--- src/rtl/pp_pkg.sv ---
// Shared types for the plane parity engine: FSM states and mode encodings.
package pp_pkg;

  typedef enum logic [2:0] {StIdle, StLoad, StCalc, StEmit, StFin} state_e;

  localparam logic ModeTheta  = 1'b0;
  localparam logic ModeBypass = 1'b1;

endpackage

--- src/rtl/plane_parity_engine_if.sv ---
// Row streams into and out of the plane parity engine (valid/ready both ways).
interface plane_parity_engine_if #(
  parameter int unsigned W = 5
) ();

  logic         in_valid;
  logic [W-1:0] in_row;
  logic         in_ready;
  logic         out_valid;
  logic [W-1:0] out_row;
  logic         out_ready;

  modport master (
    output in_valid, in_row, out_ready,
    input  in_ready, out_valid, out_row
  );

  modport slave (
    input  in_valid, in_row, out_ready,
    output in_ready, out_valid, out_row
  );

endinterface

--- src/rtl/pp_mask.sv ---
// Neighbour-parity mask: d[x] = c[x-1] ^ c[x+1] with wrap-around at both plane edges.
module pp_mask #(
  parameter int unsigned W = 5
) (
  input  logic [W-1:0] c_i,
  output logic [W-1:0] d_o
);

  for (genvar x = 0; x < W; x++) begin : g_col
    assign d_o[x] = c_i[(x + W - 1) % W] ^ c_i[(x + 1) % W];
  end

endmodule

--- src/rtl/plane_parity_engine.sv ---
// Column-parity (theta) engine: loads W rows, computes the neighbour-parity mask, then
// streams the rows back out XORed with it, PLANES times per start.
module plane_parity_engine
  import pp_pkg::*;
#(
  parameter int unsigned W      = 5,
  parameter int unsigned PLANES = 64,
  parameter int unsigned PW     = $clog2(PLANES + 1)
) (
  input  logic                   clk,
  input  logic                   rst,
  input  logic                   start,
  input  logic                   mode,
  plane_parity_engine_if.slave   strm,
  output logic                   busy,
  output logic                   done,
  output logic [PW-1:0]          plane_idx
);

  localparam int unsigned RW = $clog2(W);
  localparam logic [RW-1:0] LastRow   = RW'(W - 1);
  localparam logic [PW-1:0] LastPlane = PW'(PLANES - 1);

  state_e        state_q, state_d;
  logic [RW-1:0] row_q, row_next;
  logic [W-1:0]  row_buf_q [W];
  logic [W-1:0]  c_q, d_q, out_row_q, mask_d, d_eff;
  logic [PW-1:0] plane_q;
  logic          mode_q;
  logic          in_fire, out_fire, last_row;

  assign in_fire  = strm.in_valid & strm.in_ready;
  assign out_fire = strm.out_valid & strm.out_ready;
  assign last_row = (row_q == LastRow);
  assign row_next = row_q + 1'b1;

  pp_mask #(.W(W)) u_mask (
    .c_i(c_q),
    .d_o(mask_d)
  );

  assign d_eff = (mode_q == ModeBypass) ? '0 : mask_d;

  always_ff @(posedge clk) begin
    if (!rst) begin
      state_q <= StIdle;
    end else begin
      state_q <= state_d;
    end
  end

  always_comb begin
    state_d = state_q;
    unique case (state_q)
      StIdle: if (start) state_d = StLoad;
      StLoad: if (in_fire && last_row) state_d = StCalc;
      StCalc: state_d = StEmit;
      StEmit: begin
        if (out_fire && last_row) state_d = (plane_q == LastPlane) ? StFin : StLoad;
      end
      StFin:   state_d = StIdle;
      default: state_d = StIdle;
    endcase
  end

  always_comb begin
    strm.in_ready  = (state_q == StLoad);
    strm.out_valid = (state_q == StEmit);
    strm.out_row   = out_row_q;
    busy           = (state_q != StIdle);
    done           = (state_q == StFin);
    plane_idx      = plane_q;
  end

  always_ff @(posedge clk) begin
    if (!rst) begin
      row_q     <= '0;
      c_q       <= '0;
      d_q       <= '0;
      out_row_q <= '0;
      plane_q   <= '0;
      mode_q    <= ModeTheta;
      for (int r = 0; r < W; r++) row_buf_q[r] <= '0;
    end else begin
      case (state_q)
        StIdle: begin
          if (start) begin
            mode_q  <= mode;
            plane_q <= '0;
            row_q   <= '0;
            c_q     <= '0;
          end
        end
        StLoad: begin
          if (in_fire) begin
            row_buf_q[row_q] <= strm.in_row;
            c_q              <= c_q ^ strm.in_row;
            row_q            <= last_row ? '0 : row_next;
          end
        end
        StCalc: begin
          // First output row is registered here so it is ready on EMIT entry.
          d_q       <= d_eff;
          out_row_q <= row_buf_q[0] ^ d_eff;
        end
        StEmit: begin
          if (out_fire) begin
            if (last_row) begin
              row_q     <= '0;
              out_row_q <= '0;
              if (plane_q != LastPlane) begin
                plane_q <= plane_q + 1'b1;
                c_q     <= '0;
              end
            end else begin
              row_q     <= row_next;
              out_row_q <= row_buf_q[row_next] ^ d_q;
            end
          end
        end
        default: ;
      endcase
    end
  end

endmodule

--- src/flat_wrapper.sv ---
// flat-port wrapper written by rule: the top's interface ports become plain ports
module plane_parity_engine_flat import pp_pkg::*;
#(
  parameter int unsigned W      = 5,
  parameter int unsigned PLANES = 64,
  parameter int unsigned PW     = $clog2(PLANES + 1)
)
  (clk, rst, start, mode, busy, done, plane_idx, strm_in_valid, strm_in_row, strm_out_ready, strm_in_ready, strm_out_valid, strm_out_row);
  plane_parity_engine_if #(.W(W)) strm_i ();
  input  logic clk;
  input  logic rst;
  input  logic start;
  input  logic mode;
  output logic busy;
  output logic done;
  output logic [PW-1:0] plane_idx;
  input wire logic [$bits(strm_i.in_valid)-1:0] strm_in_valid;
  input wire logic [$bits(strm_i.in_row)-1:0] strm_in_row;
  input wire logic [$bits(strm_i.out_ready)-1:0] strm_out_ready;
  output wire logic [$bits(strm_i.in_ready)-1:0] strm_in_ready;
  output wire logic [$bits(strm_i.out_valid)-1:0] strm_out_valid;
  output wire logic [$bits(strm_i.out_row)-1:0] strm_out_row;
  assign strm_i.in_valid = strm_in_valid;
  assign strm_i.in_row = strm_in_row;
  assign strm_i.out_ready = strm_out_ready;
  assign strm_in_ready = strm_i.in_ready;
  assign strm_out_valid = strm_i.out_valid;
  assign strm_out_row = strm_i.out_row;
  plane_parity_engine #(.W(W), .PLANES(PLANES), .PW(PW)) u_core (.clk(clk), .rst(rst), .start(start), .mode(mode), .strm(strm_i), .busy(busy), .done(done), .plane_idx(plane_idx));
endmodule
--- config.mk ---
export PLATFORM = sky130hd
export DESIGN_NAME = plane_parity_engine_flat
export DESIGN_NICKNAME = d
export VERILOG_FILES = /design/src/rtl/pp_pkg.sv /design/src/rtl/plane_parity_engine_if.sv /design/src/rtl/pp_mask.sv /design/src/rtl/plane_parity_engine.sv /design/src/flat_wrapper.sv
export SDC_FILE = /design/constraint.sdc
export NUM_CORES = 1
export LEC_CHECK = 0
export CELL_PAD_IN_SITES_DETAIL_PLACEMENT = 0
export CELL_PAD_IN_SITES_GLOBAL_PLACEMENT = 1
export CORE_AREA = 2 2 90 92
export CTS_CLUSTER_DIAMETER = 150
export CTS_CLUSTER_SIZE = 40
export DETAILED_ROUTE_END_ITERATION = 7
export DIE_AREA = 0 0 92 94
export PLACE_DENSITY_LB_ADDON = 0.1
export SYNTH_ARGS = -nofsm -noshare
export SYNTH_HDL_FRONTEND = slang
export SYNTH_SLANG_ARGS = --single-unit
export TNS_END_PERCENT = 10
--- constraint.sdc ---
create_clock -name clk -period 6.98 [get_ports clk]
set_clock_uncertainty 0.2 [all_clocks]
set_input_delay 1.396 -clock clk [delete_from_list [all_inputs] [get_ports clk]]
set_output_delay 1.396 -clock clk [all_outputs]
set_load 0.05 [all_outputs]
==> impl_metrics.yaml, run 1 <==
status:
  status: "finished, final reports clean"
power:
  powerDensity_mw_per_mm2: 218
  power.total_mw: 0.852
  vdd_drop_max_uv: 120
  p_leak_nw: 1.35
setup_path:
  endpoint_kind: "output port"
  critPathLaunchType: "register"
  slowest_stage: "clkdlybuf4s50_1"
  reg2reg_to: "u_core.strm.out_row[2]"
  path_class: "reg -> out"
  worstPathArrival_ns: 3.04
  cp.required_ns: 5.38
  cp_max_fo: 15
  crit_start: "u_core.state_q[0]"
  timing.rr.start: "u_core.row_q[1]"
  reg2reg_depth: 7
  path_cells: "nor2b_1 > nand2_1 > inv_1 > clkdlybuf4s50_1"
  r2r_setup_slack_ns: 3.72
  crit_path_end: "strm_out_valid"
  critPathMaxStageDelay_ns: 0.82
detailed_routing:
  vias_per_cell: 5.45
  drc_errors: 0
  wl_per_cell_um: 18.1
  wl_um: 7900
  first_pass_iters: 4
  drt_iter0_markers: 157
  vias: 2380
  ant_nets: 0
clock_network:
  clkLatencyLatePin_ns: 0.36
  ctsHoldBuffers: 0
  root_buffer: "clkbuf_8"
  clock_sinks: 69
  clk_pin_slew_worst_paths_ns: 0.09
  h-tree-depth: 3
  clockBufferDepth: 2
  cts_made_buffers: 9
  cts_resized: 0
  cts_tree: "built"
  post_cts_buffers: 0
sta:
  fin_hold_ws_ns: 0.276
  tightest_slew_ns: 1.08
  maxSlewHeadroom: 0.280
  fin_crit_sh: 0.665
  hold_viol: 0
  fmax_mhz: 216
  setup_tns_ns: 0
  worst_slack_ns: 2.34
  rsz0062_at_grt: "no"
  setup_viol: 0
  slew_viol_final: 0
  post-route-min-period_ns: 4.64
synthesis:
  syn_area_mm2: 0.00342
  yosys.area.top_type: "edfxtp_1"
  synth_top_cells_by_area: "edfxtp_1 35%, dfxtp_1 17%, mux2i_1 7.3%"
  yosys-top-cells-count: "40 x edfxtp_1, 29 x dfxtp_1, 27 x nor2_1, 25 x and2_1, 25 x mux2i_1"
  ys_warn_count: 0
  syn_avg_cell_area_um2: 11.2
  syn-instance-count: 306
  ys.flop_type: "edfxtp_1"
  synth_fp_nets: 320
  yosysSeqAreaShare: 0.521
  async_flop_share: 0
  synth_top_area_frac: 0.351
  synth_edf_count: 40
  synth_seq_cells: 69
  synth.distinct_cells: 48
  yosysMostFrequentCell: "edfxtp_1"
job:
  drv_cap: 0
global_route:
  grt_pass1_wl_um: 12600
  grtUsageTotal: 0.196
  grt_pass1_vias: 2275
  antenna_found_initial: 0
  grt_start_max_net_pins: 22
  grt-ovfl-total: 0
die:
  pin_count: 27
  die_area_mm2: 0.00865
  initial_utilization: 0.450
  core_mm2: 0.00761
  dieWidth_um: 92
  die_y_um: 94
  num_rows: 32
layout:
  drive_above_1_share: 0.0896
  ff_latch_area_mm2: 0.00178
  multi_input_area_mm2: 0.00152
  fillers: 722
  fin_area_mm2: 0.00392
  post-route-util: 0.515
  diodes: 0
  area_delta_synth_final_pct: 14.4
  fin_nets: 344
  finalNonFillerCells: 437
place:
  dp_hpwl_um: 5630
  place.gp.congestion: 0.813
  numPortBuffers: 26
  dpl-instance-area_mm2: 0.00372
  pre_cts_slack_ns: 2.42
  place_inst: 421
hold_path:
  hold_start: "u_core.plane_idx[6]"
  min_path_type: "reg -> reg"
  min_path_cells: 2
-- worst max-delay path, delay by kind of cell (launching register included) --
kind	cells	cell delay [ns]
buffers and inverters	2	1.03
DFF	1	0.66
and+or+nand+nor	2	1.00
-- cells by family after synthesis --
family / count (synthesis) / synth area share
buffers and inverters: 23 / 0.0362
AOI/OAI and AO/OA: 50 / 0.0962
adders and majority gates: 3 / 0.0110
xor gates and xnor gates: 16 / 0.0432
DFF: 69 / 0.521
and+or+nand+nor: 114 / 0.182
muxes: 31 / 0.110
-- state kept, by name, indices dropped and copies added, names as in the netlist --
signal / cells
u_core.strm.out_row: 5
u_core.row_q: 3
u_core.plane_idx: 7
u_core.state_q: 3
u_core.mode_q: 1
u_core.c_q: 5
u_core.d_q: 5
u_core.row_buf_q: 40
-- cell usage in the layout, fill, tap and decap left out, drive strengths merged, types with 2 or more instances in the layout --
cell type,n
nor3b,2
nand3,8
nor2b,4
edfxtp,40
and2,25
a21oi,12
o311a,2
a221oi,5
dfxtp,29
nor3,9
nand2,12
mux2i,25
nor2,27
nand2b,11
clkbuf,9
mux4,5
ha,3
or4,2
nand4,4
or3,2
and3,4
xor2,6
clkdlybuf4s50,26
o31ai,2
o21ai,14
inv,17
xnor2,10
a22oi,2
a31oi,6
-- layer usage --
metal  GRT usage  vias to the layer above  part of all wire
met5           0                        -                 0
met4      0.0672                        0             0.014
met3      0.0321                        8             0.043
met2       0.290                       52              0.45
met1       0.292                     1150              0.49
li1            -                     1170                 -
-- area by class of cell --
class                      count  area share
sequential                    69       0.455
multi-input combinational    214       0.387
timing repair buffer          26      0.0665
tap                          102      0.0326
clock buffer                   9      0.0316
clock inverter                 7      0.0176
inverter                      10     0.00959
-- how the worst min path moves through the flow --
stage and endpoint:
2_1_floorplan u_core.c_q[0], 3_3_place_gp u_core.plane_idx[6], 3_5_place_dp u_core.plane_idx[6], 4_1_cts u_core.plane_idx[6], 5_1_grt u_core.plane_idx[6], 6_report u_core.plane_idx[6]
-- report_power, final --
| group | internal, mW | switching (mW) | total (mW) |
|---|---|---|---|
| Combinational | 0.0330 | 0.0476 | 0.0806 |
| Sequential | 0.438 | 0.00823 | 0.446 |
| Clock | 0.141 | 0.184 | 0.325 |
| Total | 0.612 | 0.239 | 0.852 |
Power figures use the tool's default switching activity.
==> run 2, diff against run 1 <==
--- a/config.mk
+++ b/config.mk
@@ -7,11 +7,11 @@
 export LEC_CHECK = 0
 export CELL_PAD_IN_SITES_DETAIL_PLACEMENT = 0
 export CELL_PAD_IN_SITES_GLOBAL_PLACEMENT = 1
-export CORE_AREA = 2 2 90 92
+export CORE_AREA = 2 2 94 96
 export CTS_CLUSTER_DIAMETER = 150
 export CTS_CLUSTER_SIZE = 40
 export DETAILED_ROUTE_END_ITERATION = 7
-export DIE_AREA = 0 0 92 94
+export DIE_AREA = 0 0 96 98
 export PLACE_DENSITY_LB_ADDON = 0.1
 export SYNTH_ARGS = -nofsm -noshare
 export SYNTH_HDL_FRONTEND = slang
==> constraint.sdc (replaced) <==
create_clock -name clk -period 4 [get_ports clk]
set_clock_uncertainty 0.2 [all_clocks]
set_input_delay 0.8 -clock clk [delete_from_list [all_inputs] [get_ports clk]]
set_output_delay 0.8 -clock clk [all_outputs]
set_load 0.05 [all_outputs]
==> run 2 against run 1 <==
  * Utilization is 4.1 points lower
  * Non-clock buffer count increased by 7
  * Critical endpoint unchanged
  * Count of clock-buffer cells in the layout unchanged
  * Total power up 84%
  * Wire length fell by 0.80%
  * Sequential power increased by 74%
  * Clock power is 98% higher
  * Final area increased by 2.5%
  * Sequential share of layout area decreased by 1.1 points
  * Largest power group unchanged
  * Worst setup slack worse by 1.8 ns
  * Highest routed layer unchanged
  * Register-to-register slack got worse by 2.5 ns
==> impl_metrics.yaml, run 2 (synthesis results as in run 1) <==
sta:
  hold_viol: 0
  fin_crit_sh: 0.873
  setup_viol: 0
  tightest_slew_ns: 0.664
  maxSlewHeadroom: 0.557
  setup_tns_ns: 0
  rsz0062_at_grt: "no"
  worst_slack_ns: 0.510
  fmax_mhz: 287
  slew_viol_final: 0
  fin_hold_ws_ns: 0.280
  post-route-min-period_ns: 3.49
die:
  die_y_um: 98
  die_area_mm2: 0.00941
  initial_utilization: 0.404
  dieWidth_um: 96
  num_rows: 34
  pin_count: 27
  core_mm2: 0.00847
power:
  powerDensity_mw_per_mm2: 391
  power.total_mw: 1.57
  vdd_drop_max_uv: 228
  p_leak_nw: 1.39
detailed_routing:
  first_pass_iters: 4
  met3_length_um: 325
  drc_errors: 0
  wl_per_cell_um: 17.4
  top_layer: "met4"
  vias: 2320
  drt_iter0_markers: 115
  wl_um: 7840
  ant_nets: 0
  wl_met1_um: 3880
  wl_met2_um: 3590
  vias_per_cell: 5.16
clock_network:
  cts_tree: "built"
  clock_sinks: 69
  ctsHoldBuffers: 0
  root_buffer: "clkbuf_8"
  post_cts_buffers: 0
  clkLatencyLatePin_ns: 0.34
  clk_pin_slew_worst_paths_ns: 0.08
  cts_resized: 0
  h-tree-depth: 3
  clockBufferDepth: 2
  cts_made_buffers: 9
layout:
  layout_commonest_cell: "edfxtp_1"
  layout_common_cells: "40 x edfxtp_1, 29 x dfxtp_1, 27 x nor2_1"
  multi_input_area_mm2: 0.00152
  fin_nets: 351
  largest_reg_flops: 40
  fillers: 790
  diodes: 0
  drive_above_1_share: 0.108
  ff_latch_area_mm2: 0.00178
  area_delta_synth_final_pct: 17.3
  regMostFlops: "u_core.row_buf_q"
place:
  numPortBuffers: 26
  place.gp.congestion: 0.743
  dp_hpwl_um: 5670
  pre_cts_slack_ns: 0.850
hold_path:
  min_path_type: "reg -> reg"
global_route:
  grt_pass1_wl_um: 13000
  antenna_found_initial: 0
  grt_start_max_net_pins: 21
  grt_pass1_vias: 2354
  grt-ovfl-total: 0
  grtUsageTotal: 0.186
setup_path:
  slowest_stage: "clkdlybuf4s50_1"
  worstPathArrival_ns: 2.49
  critPathLaunchType: "register"
  critPathMaxStageDelay_ns: 0.82
  cp.required_ns: 3.00
  path_class: "reg -> out"
  path_cells: "nor2b_1 > nand2_1 > inv_1 > clkdlybuf4s50_1"
  cp_max_fo: 15
  endpoint_kind: "output port"
job:
  drv_cap: 0
status:
  status: "finished, final reports clean"
[run 2: critical path: cells and delay by family, from the launching register on]
family	cells	cell delay (ns)
and+or+nand+nor	2	0.47
DFF	1	0.65
buffers and inverters	2	1.03
[run 2: metal layers]
| layer | vias up | GRT usage |
|---|---|---|
| met5 | - | 0 |
| met4 | 0 | 0.0462 |
| met3 | 2 | 0.0386 |
| met2 | 48 | 0.272 |
| met1 | 1092 | 0.283 |
| li1 | 1178 | - |
[run 2: through the flow]
| step | area, um2 | cells | util |
|---|---|---|---|
| final | 4010 | 450 | 0.474 |
| after global routing | 4010 | 450 | 0.474 |
| after CTS | 4010 | 450 | 0.474 |
| after detailed placement | 3780 | 434 | 0.447 |
| after global placement | 3780 | 434 | 0.447 |
| after floorplan | 3420 | 306 | - |
[run 2: area by class of cell]
| class | instances | area share |
|---|---|---|
| sequential | 69 | 0.444 |
| multi-input combinational | 214 | 0.378 |
| timing repair buffer | 33 | 0.0780 |
| tap | 108 | 0.0337 |
| clock buffer | 9 | 0.0309 |
| clock inverter | 7 | 0.0262 |
| inverter | 10 | 0.00936 |
[run 2: final timing paths]
check / startpoint / end / slack [ns] / depth (start not counted)
max reg2reg: u_core.row_q[1] / u_core.strm.out_row[0] / 1.20 / 8
min: u_core.plane_idx[6] / u_core.plane_idx[6] / 0.28 / 2
min reg2reg: u_core.plane_idx[6] / u_core.plane_idx[6] / 0.28 / 2
max: u_core.state_q[0] / strm_out_valid / 0.51 / 4
[run 2: power by group]
part	internal, mW	switching (mW)
logic	0.0615	0.0822
clock network	0.362	0.283
registers	0.764	0.0144
total	1.19	0.379
==> run 3, diff against run 2 <==
--- a/config.mk
+++ b/config.mk
@@ -5,6 +5,7 @@
 export SDC_FILE = /design/constraint.sdc
 export NUM_CORES = 1
 export LEC_CHECK = 0
+export ABC_CLOCK_PERIOD_IN_PS = 4000
 export CELL_PAD_IN_SITES_DETAIL_PLACEMENT = 0
 export CELL_PAD_IN_SITES_GLOBAL_PLACEMENT = 1
 export CORE_AREA = 2 2 94 96
==> results of run 3 <==
The final DEF is identical to that of run 2; final timing and power are the same.
